<file path="src/rtl/gray_ptr_sync_rx.sv">
// Receive side of a Gray-coded pointer CDC path: N-flop synchroniser, Gray-to-binary
// conversion, advance detection. Optional Gray multi-bit-change check: GRAY_PTR_ERR_CHK_EN.
module gray_ptr_sync_rx #(
    parameter int unsigned WIDTH       = 4,
    parameter int unsigned SYNC_STAGES = 2
) (
    input  logic             clk,
    input  logic             rst,
    input  logic [WIDTH-1:0] gray_in,
    output logic [WIDTH-1:0] gray_sync,
    output logic [WIDTH-1:0] bin_out,
    output logic             ptr_valid,
    output logic             ptr_chg,
    output logic [WIDTH-1:0] delta,
    output logic             gray_err
);

    localparam int unsigned CNT_W = $clog2(SYNC_STAGES + 2);
    localparam logic [CNT_W-1:0] CNT_SAT = CNT_W'(SYNC_STAGES + 1);

    logic [WIDTH-1:0] sync_q [SYNC_STAGES];
    logic [WIDTH-1:0] sync_d [SYNC_STAGES];
    logic [WIDTH-1:0] bin_q, bin_d;
    logic [WIDTH-1:0] delta_q, delta_d;
    logic [CNT_W-1:0] cnt_q, cnt_d;
    logic             valid_q, valid_d;
    logic             chg_q, chg_d;

    // Plain flop chain, nothing between stages
    always_comb begin
        sync_d[0] = gray_in;
        for (int unsigned k = 1; k < SYNC_STAGES; k++) begin
            sync_d[k] = sync_q[k-1];
        end
    end

    assign gray_sync = sync_q[SYNC_STAGES-1];

    // Binary bit i is the XOR of all Gray bits at or above i
    always_comb begin
        bin_d = '0;
        for (int unsigned i = 0; i < WIDTH; i++) begin
            bin_d[i] = ^(gray_sync >> i);
        end
    end

    always_comb begin
        cnt_d   = (cnt_q == CNT_SAT) ? cnt_q : cnt_q + CNT_W'(1);
        valid_d = (cnt_d == CNT_SAT);
        chg_d   = valid_q && (bin_d != bin_q);
        delta_d = chg_d ? WIDTH'(bin_d - bin_q) : '0;
    end

    always_ff @(posedge clk) begin
        if (rst) begin
            for (int unsigned k = 0; k < SYNC_STAGES; k++) begin
                sync_q[k] <= '0;
            end
            bin_q   <= '0;
            delta_q <= '0;
            cnt_q   <= '0;
            valid_q <= 1'b0;
            chg_q   <= 1'b0;
        end else begin
            sync_q  <= sync_d;
            bin_q   <= bin_d;
            delta_q <= delta_d;
            cnt_q   <= cnt_d;
            valid_q <= valid_d;
            chg_q   <= chg_d;
        end
    end

    assign bin_out   = bin_q;
    assign ptr_valid = valid_q;
    assign ptr_chg   = chg_q;
    assign delta     = delta_q;

`ifdef GRAY_PTR_ERR_CHK_EN
    localparam int unsigned POP_W = $clog2(WIDTH + 1);

    logic [WIDTH-1:0] prev_q, prev_d;
    logic [POP_W-1:0] pop_c;
    logic             err_q, err_d;

    // A legal Gray step flips exactly one bit; more than one means a broken source
    always_comb begin
        pop_c = '0;
        for (int unsigned i = 0; i < WIDTH; i++) begin
            pop_c = pop_c + POP_W'(gray_sync[i] ^ prev_q[i]);
        end
        prev_d = gray_sync;
        err_d  = err_q | (valid_q && (pop_c > POP_W'(1)));
    end

    always_ff @(posedge clk) begin
        if (rst) begin
            prev_q <= '0;
            err_q  <= 1'b0;
        end else begin
            prev_q <= prev_d;
            err_q  <= err_d;
        end
    end

    assign gray_err = err_q;
`else
    assign gray_err = 1'b0;
`endif

endmodule

</file>
<file path="config.mk">
export PLATFORM = sky130hd
export DESIGN_NAME = gray_ptr_sync_rx
export DESIGN_NICKNAME = d
export VERILOG_FILES = /design/src/rtl/gray_ptr_sync_rx.sv
export SDC_FILE = /design/constraint.sdc
export NUM_CORES = 1
export LEC_CHECK = 0
export CAP_MARGIN = 20
export CORE_UTILIZATION = 48
export CTS_CLUSTER_DIAMETER = 40
export DETAILED_ROUTE_END_ITERATION = 7
export PLACE_DENSITY = 0.8
export SLEW_MARGIN = 40
export SYNTH_ARGS = -nofsm -noshare
export SYNTH_HDL_FRONTEND = slang
export SYNTH_SLANG_ARGS = --single-unit
</file>
<file path="constraint.sdc">
create_clock -name clk -period 3.1 [get_ports clk]
set_clock_uncertainty 0.1 [all_clocks]
set_input_delay 0.62 -clock clk [delete_from_list [all_inputs] [get_ports clk]]
set_output_delay 0.62 -clock clk [all_outputs]
set_load 0.02 [all_outputs]
</file>
==> flow_summary.toml <==
[run_status]
status = "finished clean"

[timing]
tightest_slew_ns = 0.5260
rsz0062_at_grt = "false"
drv_slew = 0
fmax_mhz = 430.2
finalHoldViolCount = 0
setup_tns_ns = 0
max_slew_margin = 0.6482
layout_min_cycle_time_ns = 2.325
fin_crit_sh = 0.7499
worst_slack_ns = 0.7753
setup_violations = 0

[drt]
drc_errors = 0
via_per_inst = 4.952
wl_per_cell_microns = 11.63
drt_iter0_markers = 6
drt_wl_total_microns = 1210
dr_total_vias = 515
firstDrtPassIters = 2
postRouteAntennaNets = 0

[synthesis]
synth_flop_cell = "dfxtp_1"
ys_types = 23
mappedNetlistArea_sq_um = 759.5
synth_nets = 79
synth_edf_count = 0
synth-seq-area-share = 0.5272
ys_seq_elements = 20
yosys_warnings = 0
avgSynthCellArea_sq_um = 11.01
ys_async_sr_fraction = 0
syn_inst = 69

[power]
power_uw = 585.4
p_leak_nw = 0.4042
powerDensity_mw_per_mm2 = 584.1
vdd_drop_max_mv = 0.4676

[place]
io_buffers = 19
routabilityCongestion = 0.7214
place_ws_ns = 0.7756
dpl.hpwl_microns = 910.7

[finish]
layout_common_cells = "dfxtp_1, clkdlybuf4s50_1, nor2b_1"
drive_above_1_share = 0.07865
fillers = 107
final_net_count = 100
syn2layout_area_growth_pct = 31.96
final_common_cell = "dfxtp_1"
n_antenna_cell = 0

[grt]
grt_max_degree = 17
first_global_vias = 493
grt_util_all_layers = 0.1565
antenna_found_initial = 0
grt_overflow_total = 0
grt_pass1_wl_microns = 2049

[clock_tree]
post_cts_buffers = 0
worstSkewPairLatency_ns = 0.31
cts_max_level = 1
cts_inserted_buffers = 3
clk_pin_slew_ns = 0.12
clockBufferDepth = 2
cts_resized = 0
tritoncts = "yes"
cts-root-buf = "clkbuf_4"
ctsHoldBuffers = 0
clock_sinks = 20

[setup_path]
reg2reg_from = "gray_sync[2]$_SDFF_PP0_"
critPathSlowestCell = "dfxtp_1"
slowest_delay_ns = 0.44
worst-r2r-setup-slack_ns = 0.78
worstPathCellList = "xnor3_1 > xor2_1 > ha_1 > inv_1 > fa_1 > xnor2_1 > xnor2_1 > nor3_2"
cp_data_arrival_time_ns = 2.42
critPathKind = "reg -> reg"
crit_required_ns = 3.20
r2r-end = "delta[2]$_SDFF_PP0_"
cp.depth = 8
endpoint_kind = "flop"
cp_max_fo = 4
worstSetupStartpoint = "gray_sync[2]$_SDFF_PP0_"
cp_common_cell = "xnor2_1"
path_delay_family = "XOR/XNOR gates"
cp_num_buf_inv = 1
cp-start-kind = "flop"
critPathCapture = "delta[2]$_SDFF_PP0_"
worst-r2r-cell-count = 8

[floorplan]
core_area_sq_mm = 0.001383
ios = 21
chipWidth_microns = 41.78
die_height_microns = 41.78
dieArea_sq_mm = 0.001745
std_cell_rows = 13
start_util = 0.5493

[worst_hold_path]
hold_class = "reg -> reg"

[flow_run]
maxCapViolCount = 0
[final cells by class]
class                      instances  area, sq um  area share
sequential                        20        400.4      0.3995
multi-input combinational         41        321.6      0.3208
timing repair buffer              19        190.2      0.1898
clock inverter                     1        30.03     0.02996
clock buffer                       3        22.52     0.02247
inverter                           5        18.77     0.01873
tap                               15        18.77     0.01873
[routing by layer]
| metal | share of wire | global-route usage |
|---|---|---|
| met1 | 0.41 | 0.1676 |
| met2 | 0.54 | 0.2813 |
| met3 | 0.036 | 0.02609 |
| met4 | 0.021 | 0.09677 |
| met5 | 0 | 0 |
[report_power, final]
part | switching, mW | internal [mW] | leakage, nW
Combinational | 0.0503 | 0.0474 | 0.212
Clock | 0.0790 | 0.131 | 0.0279
Sequential | 0.00766 | 0.270 | 0.164
Total | 0.137 | 0.448 | 0.404
[cells by family (layout without fill, tap and decap cells)]
| family | count (synthesis) | in the layout | synth area share |
|---|---|---|---|
| other | 1 | 1 | 0.004938 |
| AND/OR/NAND/NOR | 25 | 25 | 0.2109 |
| multiplexers | 1 | 1 | 0.01318 |
| AO/OA/AOI/OAI | 3 | 3 | 0.01976 |
| flip-flops | 20 | 20 | 0.5272 |
| buffers and inverters | 8 | 28 | 0.04942 |
| adder cells (fa/ha/maj) | 4 | 4 | 0.07579 |
| XOR/XNOR | 7 | 7 | 0.09886 |
[state kept, by name, summed over array words and instances, names as in the netlist]
register,count
cnt_q,2
delta,4
ptr_valid,1
ptr_chg,1
bin_out,4
gray_sync,4
sync_d,4
[worst register-to-register path, stage by stage, from the launching register on]
cell	delay [ns]
dfxtp_1	0.44
xnor3_1	0.39
xor2_1	0.24
ha_1	0.22
inv_1	0.06
fa_1	0.37
xnor2_1	0.14
xnor2_1	0.20
nor3_2	0.05
[per-stage QoR]
step / utilization / hold WS [ns] / std cells / cell area, sq um
3_3_place_gp: 0.6869 / 0.3181 / 100 / 949.7
5_1_grt: 0.7249 / 0.3579 / 104 / 1002
4_1_cts: 0.7249 / 0.3462 / 104 / 1002
2_1_floorplan: - / 0.3130 / 69 / 759.5
3_5_place_dp: 0.6869 / 0.3289 / 100 / 949.7
6_report: 0.7249 / 0.3433 / 104 / 1002
[how the worst min path moves through the flow]
stage	start	to	cells after the start	slack (ns)
2_1_floorplan	cnt_q[0]$_SDFF_PP0_	cnt_q[0]$_SDFF_PP0_	1	0.31
3_3_place_gp	sync_d[1]$_SDFF_PP0_	gray_sync[1]$_SDFF_PP0_	1	0.32
3_5_place_dp	cnt_q[0]$_SDFF_PP0_	cnt_q[0]$_SDFF_PP0_	1	0.33
4_1_cts	cnt_q[0]$_SDFF_PP0_	cnt_q[0]$_SDFF_PP0_	1	0.35
5_1_grt	sync_d[2]$_SDFF_PP0_	gray_sync[2]$_SDFF_PP0_	1	0.36
6_report	cnt_q[0]$_SDFF_PP0_	cnt_q[0]$_SDFF_PP0_	1	0.34
[cells in the mapped netlist (2+ instances only)]
master    n  area, sq um
a21oi_1   3        15.01
dfxtp_1  20        400.4
inv_1     5        18.77
xor2_1    3        26.28
nor2b_1  10        62.56
buf_4     2        15.01
ha_1      3        37.54
xnor2_1   3        26.28
nor2_1    6        22.52
(Power assumes the default switching activity.)
